==> src/rtl/cpu.sv <==
// Multi-cycle 16-bit load/store processor: instruction ROM, data RAM, 16x16 register file, ALU
// and a FETCH/DECODE/EXECUTE/MEMORY/WRITEBACK sequencer with a terminal HALT state.
module cpu #(
    parameter int unsigned ROM_DEPTH = 256,
    parameter int unsigned RAM_DEPTH = 16,
    parameter int unsigned DATA_W    = 16
) (
    input  logic        clock,
    input  logic        reset_n,
    output logic [7:0]  dbg_pc,
    output logic [2:0]  dbg_state,
    output logic [15:0] dbg_alu,
    output logic        halted
);

    localparam int unsigned NUM_REGS = 16;

    typedef enum logic [2:0] {
        S_FETCH     = 3'd0,
        S_DECODE    = 3'd1,
        S_EXECUTE   = 3'd2,
        S_MEMORY    = 3'd3,
        S_WRITEBACK = 3'd4,
        S_HALT      = 3'd5
    } state_t;

    localparam logic [3:0] OP_NOP   = 4'h0;
    localparam logic [3:0] OP_ADD   = 4'h1;
    localparam logic [3:0] OP_SUB   = 4'h2;
    localparam logic [3:0] OP_AND   = 4'h3;
    localparam logic [3:0] OP_OR    = 4'h4;
    localparam logic [3:0] OP_XOR   = 4'h5;
    localparam logic [3:0] OP_NOT   = 4'h6;
    localparam logic [3:0] OP_SHL   = 4'h7;
    localparam logic [3:0] OP_SHR   = 4'h8;
    localparam logic [3:0] OP_LOAD  = 4'h9;
    localparam logic [3:0] OP_STORE = 4'hA;
    localparam logic [3:0] OP_LDI   = 4'hB;
    localparam logic [3:0] OP_JMP   = 4'hC;
    localparam logic [3:0] OP_BEQ   = 4'hD;
    localparam logic [3:0] OP_HALT  = 4'hF;

    // Program and data storage; contents are preloaded externally and never reset.
    logic [DATA_W-1:0] rom_mem [ROM_DEPTH];
    logic [DATA_W-1:0] ram_mem [RAM_DEPTH];

    state_t            state_q, state_d;
    logic [7:0]        pc_q, pc_d;
    logic [DATA_W-1:0] ir_q, ir_d;
    logic [DATA_W-1:0] src1_q, src1_d;
    logic [DATA_W-1:0] src2_q, src2_d;
    logic [DATA_W-1:0] destval_q, destval_d;
    logic [DATA_W-1:0] alu_q, alu_d;
    logic [DATA_W-1:0] mdr_q, mdr_d;
    logic              halted_q, halted_d;
    logic [DATA_W-1:0] regs_q [NUM_REGS];

    logic              rf_we_c;
    logic [DATA_W-1:0] rf_wdata_c;
    logic              ram_we_c;
    logic [DATA_W-1:0] alu_result_c;

    logic [3:0] opcode, dest, sel1, sel2;
    logic [7:0] imm8;

    assign opcode = ir_q[15:12];
    assign dest   = ir_q[11:8];
    assign sel1   = ir_q[7:4];
    assign sel2   = ir_q[3:0];
    assign imm8   = ir_q[7:0];

    // ALU: shift amounts come from the raw select2 field, not a register.
    always_comb begin
        alu_result_c = '0;
        case (opcode)
            OP_ADD:   alu_result_c = src1_q + src2_q;
            OP_SUB:   alu_result_c = src1_q - src2_q;
            OP_AND:   alu_result_c = src1_q & src2_q;
            OP_OR:    alu_result_c = src1_q | src2_q;
            OP_XOR:   alu_result_c = src1_q ^ src2_q;
            OP_NOT:   alu_result_c = ~src1_q;
            OP_SHL:   alu_result_c = src1_q << sel2;
            OP_SHR:   alu_result_c = src1_q >> sel2;
            OP_LOAD,
            OP_STORE: alu_result_c = src1_q;
            OP_LDI,
            OP_JMP:   alu_result_c = DATA_W'(imm8);
            default:  alu_result_c = '0;
        endcase
    end

    // Sequencer next-state and datapath control.
    always_comb begin
        state_d    = state_q;
        pc_d       = pc_q;
        ir_d       = ir_q;
        src1_d     = src1_q;
        src2_d     = src2_q;
        destval_d  = destval_q;
        alu_d      = alu_q;
        mdr_d      = mdr_q;
        halted_d   = halted_q;
        rf_we_c    = 1'b0;
        rf_wdata_c = '0;
        ram_we_c   = 1'b0;

        case (state_q)
            S_FETCH: begin
                ir_d    = rom_mem[pc_q];
                pc_d    = pc_q + 8'd1;
                state_d = S_DECODE;
            end
            S_DECODE: begin
                src1_d    = regs_q[sel1];
                src2_d    = regs_q[sel2];
                destval_d = regs_q[dest];
                state_d   = S_EXECUTE;
            end
            S_EXECUTE: begin
                alu_d   = alu_result_c;
                state_d = S_WRITEBACK;
                case (opcode)
                    OP_LOAD, OP_STORE: state_d = S_MEMORY;
                    OP_JMP:            pc_d = imm8;
                    OP_BEQ: begin
                        // Offset is relative to the already-incremented pc.
                        if (destval_q == src1_q) begin
                            pc_d = pc_q + {{4{sel2[3]}}, sel2};
                        end
                    end
                    OP_HALT: begin
                        state_d  = S_HALT;
                        halted_d = 1'b1;
                    end
                    default: ;
                endcase
            end
            S_MEMORY: begin
                if (opcode == OP_LOAD) begin
                    mdr_d = ram_mem[src1_q[3:0]];
                end
                if (opcode == OP_STORE) begin
                    ram_we_c = 1'b1;
                end
                state_d = S_WRITEBACK;
            end
            S_WRITEBACK: begin
                if (opcode >= OP_ADD && opcode <= OP_SHR) begin
                    rf_we_c    = 1'b1;
                    rf_wdata_c = alu_q;
                end else if (opcode == OP_LOAD) begin
                    rf_we_c    = 1'b1;
                    rf_wdata_c = mdr_q;
                end else if (opcode == OP_LDI) begin
                    rf_we_c    = 1'b1;
                    rf_wdata_c = alu_q;
                end
                state_d = S_FETCH;
            end
            S_HALT: begin
                halted_d = 1'b1;
            end
            default: state_d = S_FETCH;
        endcase
    end

    always_ff @(posedge clock or negedge reset_n) begin
        if (!reset_n) begin
            state_q   <= S_FETCH;
            pc_q      <= '0;
            ir_q      <= '0;
            src1_q    <= '0;
            src2_q    <= '0;
            destval_q <= '0;
            alu_q     <= '0;
            mdr_q     <= '0;
            halted_q  <= 1'b0;
            for (int i = 0; i < int'(NUM_REGS); i++) begin
                regs_q[i] <= '0;
            end
        end else begin
            state_q   <= state_d;
            pc_q      <= pc_d;
            ir_q      <= ir_d;
            src1_q    <= src1_d;
            src2_q    <= src2_d;
            destval_q <= destval_d;
            alu_q     <= alu_d;
            mdr_q     <= mdr_d;
            halted_q  <= halted_d;
            if (rf_we_c) begin
                regs_q[dest] <= rf_wdata_c;
            end
        end
    end

    // Data RAM write port; only ever enabled from MEMORY, which reset leaves immediately.
    always_ff @(posedge clock) begin
        if (ram_we_c) begin
            ram_mem[src1_q[3:0]] <= destval_q;
        end
    end

    assign dbg_pc    = pc_q;
    assign dbg_state = state_q;
    assign dbg_alu   = alu_q;
    assign halted    = halted_q;

endmodule

==> config.mk <==
export PLATFORM = sky130hd
export DESIGN_NAME = cpu
export DESIGN_NICKNAME = d
export VERILOG_FILES = /design/src/rtl/cpu.sv
export SDC_FILE = /design/constraint.sdc
export NUM_CORES = 1
export LEC_CHECK = 0
export CAP_MARGIN = 30
export CORE_AREA = 2 2 39 41
export CTS_CLUSTER_DIAMETER = 60
export CTS_CLUSTER_SIZE = 28
export DETAILED_ROUTE_END_ITERATION = 16
export DIE_AREA = 0 0 41 43
export DONT_BUFFER_PORTS = 1
export GPL_TIMING_DRIVEN = 0
export PLACE_DENSITY = 0.64
export SYNTH_ARGS = -nofsm -noshare
export SYNTH_HDL_FRONTEND = slang
export SYNTH_MEMORY_MAX_BITS = 65536
export SYNTH_SLANG_ARGS = --single-unit
==> constraint.sdc <==
create_clock -name clock -period 1.7 [get_ports clock]
set_input_delay 0.51 -clock clock [delete_from_list [all_inputs] [get_ports clock]]
set_output_delay 0.51 -clock clock [all_outputs]
set_load 0.01 [all_outputs]
==> reports/qor.yml, run 1 <==
cts_hold_buf: 1
tritoncts: "yes"
crit_family: "flip-flops"
min_path_type: "reg2reg"
synth_top_cell_by_area: "dfrtp_1"
cts_resized: 0
tightest_slew_ns: 0.516
yosysSeqAreaShare_pct: 49.2
crit_end: "dbg_pc[1]$_DFFE_PN0P_"
grt_pass1_wl_um: 1320
path_clk_slew_ns: 0.06
postSynthCellCount: 54
hold_viol_final: 0
routabilityCongestion: 0.713
diodes: 0
slew_viol_final: 0
grt_pass1_vias: 305
cp.arrival_ns: 1.49
timing.critical_path.buf_inv: 0
dpl.cell_count: 85
synth.distinct_cells: 17
grt_start_max_net_pins: 13
reg2reg_to: "dbg_pc[1]$_DFFE_PN0P_"
cellPowerDensity_mw_per_mm2: 693
cp-end-kind: "flip-flop"
dieArea_mm2: 0.00176
via_per_inst: 4.28
postCtsSetupRepairBufs: 0
criticalPathCategory: "reg2reg"
cpPeakStageDelay_ns: 0.48
port_buffers: 0
grt_setup_unrepaired: "false"
fp.coreArea_mm2: 0.00138
dr.pass1.iters: 4
cp-start-kind: "flip-flop"
max_slew_margin_pct: 65.5
rows: 14
leakagePower_nw: 0.367
ant_nets: 0
dieWidth_um: 41
finalNonFillerCells: 89
slowest_stage: "dfrtp_1"
synth_top_area_share_pct: 49.2
fin_skew_ns: 0.00152
cts_buffers: 3
syn2layout_area_growth_pct: 17.8
routed_wirelength_um: 838
nets: 78
drive_gt1_share_pct: 28.8
reg2reg_slack_ns: 0.36
nFillCells: 150
cts_max_path_buffers: 2
fmax_mhz: 749
synthArstFlopShare_pct: 100
htreeDepth: 1
route.detailed.drc: 0
min_period_ns: 1.34
fin_crit_sh_pct: 78.6
clock_sinks: 12
maxCapViolCount: 0
synth-main-ff-cell: "dfrtp_1"
grt-ovfl-total: 0
crit_cells: 2
required_ns: 1.85
r2r_start: "dbg_state[0]$_DFFE_PN0P_"
ios: 30
drt-initial-drc-count: 4
vias: 381
grt_usage_pct: 11.5
setup_tns_ns: 0
yosys-top-cells-count: "buf_4, dfrtp_1, xnor2_1"
setup_viol: 0
postSynthAreaPerCell_um2: 11.3
synth_area_leaders: "dfrtp_1, buf_4, xnor2_1, nand4_1, xor2_1"
initial_core_util_pct: 44.1
yosysMostFrequentCell: "buf_4"
die_h_um: 43
vdd_drop_max_mv: 0.492
startpoint: "dbg_state[0]$_DFFE_PN0P_"
synth-seq-cells: 12
synth_edf_count: 0
worstSkewPairLatency_ns: 0.26
r2r_cells: 2
yosysWarningCount: 0
path_cells: "nor3_4 -> mux2_2"
root_buffer: "clkbuf_4"
synth_area_um2: 611
status: "completed"
regArea_um2: 300
wire_per_inst_um: 9.42
grt_antenna_before_repair: 0
multi_input_area_um2: 243
path_max_fanout: 8
[metrics by stage]
stage	hold slack [ns]	power (mW)	cell area [µm²]	utilization (%)	setup WS, ns
after floorplan	0.214	0.334	667	-	0.443
after global placement	0.215	0.334	687	49.6	0.360
after detailed placement	0.215	0.334	687	49.6	0.372
after CTS	0.545	0.509	719	52.0	0.360
after global routing	0.561	0.526	719	52.0	0.288
final	0.534	0.499	719	52.0	0.365
[worst register-to-register path: cells and delay by family (launching register included)]
family,cells,cell delay (ns)
flip-flops,1,0.48
AND/OR/NAND/NOR,1,0.37
multiplexers,1,0.37
[worst min-delay path by stage]
stage | to | depth (start not counted) | start
after floorplan | dbg_pc[0]$_DFFE_PN0P_ | 0 | reset_n
after global routing | halted$_DFFE_PN0P_ | 1 | halted$_DFFE_PN0P_
after global placement | dbg_state[1]$_DFFE_PN0P_ | 0 | reset_n
after detailed placement | dbg_pc[0]$_DFFE_PN0P_ | 0 | reset_n
final | dbg_pc[7]$_DFFE_PN0P_ | 1 | dbg_pc[7]$_DFFE_PN0P_
after CTS | halted$_DFFE_PN0P_ | 1 | halted$_DFFE_PN0P_
[cell usage in the layout (no fill, tap or decap)]
cell	n
xor2_1	2
mux2_2	1
inv_1	1
ha_1	1
buf_4	16
nand2b_1	1
dfrtp_1	12
conb_1	16
dlygate4sd3_1	1
xnor2_1	6
clkbuf_4	3
nand2_1	2
nor3b_1	1
nand4_1	4
o21ai_0	1
nand3_1	1
nor2_1	1
and3_1	2
nor3_4	1
[kinds of logic after synthesis]
kind of cell    Yosys count  share of synthesized area (%)
buf+inv                  17                           20.3
mux                       1                           1.84
flops                    12                           49.2
xor+xnor                  8                           11.5
other cells               1                          0.614
simple gates             13                           13.7
compound gates            1                          0.819
fa+ha+maj                 1                           2.05
[registers in the layout, indices dropped and copies added (netlist names)]
| signal | cells |
|---|---|
| dbg_state | 3 |
| dbg_pc | 8 |
| halted | 1 |
[report_power, final]
part / switching [mW] / internal, mW
clock network: 0.0810 / 0.0818
registers: 0 / 0.285
logic: 0.0252 / 0.0252
total: 0.106 / 0.392
[layer usage]
layer | global-route usage (%) | share of wire, % | vias up
met4 | 8.00 | 2.3 | 0
li1 | - | - | 186
met1 | 13.9 | 42 | 171
met5 | 0 | 0 | -
met3 | 6.81 | 13 | 4
met2 | 14.7 | 43 | 20
[final cells by class]
| class | instances | share of cell area, % |
|---|---|---|
| flip-flops and latches | 12 | 41.7 |
| multi-input cells | 40 | 33.7 |
| plain buffers | 16 | 16.7 |
| clock buffers | 3 | 3.13 |
| well taps | 16 | 2.78 |
| repair buffers | 1 | 1.39 |
| inverters | 1 | 0.522 |
No activity file was read; power rests on OpenSTA's default activity.
==> run 2, diff against run 1 <==
- clock period: 1.7 -> 1.35 ns (I/O delays scaled with it)
==> run 2 against run 1 <==
Effect of this change: combinational power up 26%; register-to-register slack worse by 0.30 ns; final area up 0.70%; utilization up 0.36 points; critical path type unchanged; largest cell class unchanged.
==> reports/qor.yml, run 2 (synthesized netlist as in run 1, its figures left out) <==
status: "completed"
r2r_start: "dbg_state[2]$_DFFE_PN0P_"
slew_viol_final: 0
use_met1_pct: 13.9
fin_hold_ws_ns: 0.534
grt_pass1_vias: 305
routabilityCongestion: 0.713
reg2reg_to: "dbg_pc[1]$_DFFE_PN0P_"
reg2reg_slack_ns: 0.06
criticalPathCategory: "reg2reg"
grt_use_met2_pct: 14.7
setup_slack_ns: 0.0609
htreeDepth: 1
cellPowerDensity_mw_per_mm2: 864
largest_reg_flops: 8
cpPeakStageDelay_ns: 0.48
most-common-layout-cells: "buf_4, conb_1, dfrtp_1"
grt_pass1_wl_um: 1320
timing.critical_path.buf_inv: 0
ant_nets: 0
finalNonFillerCells: 89
multi_input_area_um2: 246
worstSkewPairLatency_ns: 0.26
crit_cells: 2
dpl_cell_area_um2: 687
tritoncts: "yes"
ios: 30
fin_crit_sh_pct: 95.5
rows: 14
slowest_stage: "dfrtp_2"
hold_viol_final: 0
grt_antenna_before_repair: 0
path_cells: "nor3_4 -> mux2_4"
path_max_fanout: 8
final_area_um2: 724
nets: 78
grt-ovfl-total: 0
required_ns: 1.50
max_slew_margin_pct: 65.2
regArea_um2: 302
leakagePower_nw: 0.366
maxCapViolCount: 0
syn2layout_area_growth_pct: 18.6
vias: 379
crit_family: "flip-flops"
route.detailed.drc: 0
root_buffer: "clkbuf_4"
place_ws_ns: 0.0221
cp-start-kind: "flip-flop"
clock_sinks: 12
setup_tns_ns: 0
cp.arrival_ns: 1.44
initial_core_util_pct: 44.1
min_path_type: "reg2reg"
grt_setup_unrepaired: "true"
drive_gt1_share_pct: 30.1
top_usage_layer: "met2"
fmax_mhz: 776
drt-initial-drc-count: 6
r2r_cells: 2
dr.pass1.iters: 4
die_h_um: 43
grt_usage_pct: 11.5
cts_buffers: 3
dieArea_mm2: 0.00176
diodes: 0
setup_viol: 0
wire_per_inst_um: 9.42
fp.coreArea_mm2: 0.00138
startpoint: "dbg_state[2]$_DFFE_PN0P_"
routed_wirelength_um: 838
use_met3_pct: 6.81
port_buffers: 0
hold_path_depth: 1
nFillCells: 150
via_per_inst: 4.26
path_clk_slew_ns: 0.06
grt_start_max_net_pins: 13
dpl.cell_count: 85
vdd_drop_max_mv: 0.618
dieWidth_um: 41
crit_end: "dbg_pc[1]$_DFFE_PN0P_"
postCtsSetupRepairBufs: 0
cp-end-kind: "flip-flop"
tightest_slew_ns: 0.520
fin_skew_ns: 0.00140
min_period_ns: 1.29
cts_max_path_buffers: 2
run 2: cell counts in the layout (fill, tap and decap cells not counted):
Identical to the previous run, type by type.
run 2: layout make-up:
class / instances / area share, %
flip-flops and latches: 12 / 41.6
multi-input cells: 40 / 34.0
plain buffers: 16 / 16.6
clock buffers: 3 / 3.11
well taps: 16 / 2.76
repair buffers: 1 / 1.38
inverters: 1 / 0.518
run 2: stage by stage:
stage          power (mW)  utilization (%)
2_1_floorplan       0.420                -
3_3_place_gp        0.420             49.6
3_5_place_dp        0.420             49.6
4_1_cts             0.641             52.0
5_1_grt             0.663             52.4
6_report            0.626             52.4
run 2: per-layer routing:
layer  up-vias  share of wire (%)  routed length, µm
met1       172                 42                354
met2        18                 44                369
met4         0                1.1                  9
li1        187                  -                  -
met3         2                 12                104
met5         -                  0                  0
run 2: repair_timing:
item	4_1_cts	5_1_grt
resized for setup	0	2
hold buffers	1	0
endpoints found under the hold margin	12	0
setup endpoints to repair	0	5
run 2: worst min-delay path by stage:
stage,startpoint,endpoint,slack [ns]
2_1_floorplan,reset_n,dbg_pc[0]$_DFFE_PN0P_,0.11
3_3_place_gp,reset_n,dbg_state[1]$_DFFE_PN0P_,0.11
3_5_place_dp,reset_n,dbg_pc[0]$_DFFE_PN0P_,0.11
4_1_cts,halted$_DFFE_PN0P_,halted$_DFFE_PN0P_,0.54
5_1_grt,halted$_DFFE_PN0P_,halted$_DFFE_PN0P_,0.56
6_report,dbg_pc[7]$_DFFE_PN0P_,dbg_pc[7]$_DFFE_PN0P_,0.53
run 2: report_power, final:
part	total [mW]	internal, mW	switching [mW]
registers	0.359	0.359	0
logic	0.0634	0.0317	0.0317
clock network	0.203	0.103	0.0999
total	0.626	0.494	0.132
==> run 3, diff against run 2 <==
- CTS_CLUSTER_SIZE: 28 -> 20
==> results of run 3 <==
Final layout, timing and power as in run 2 (identical DEF).
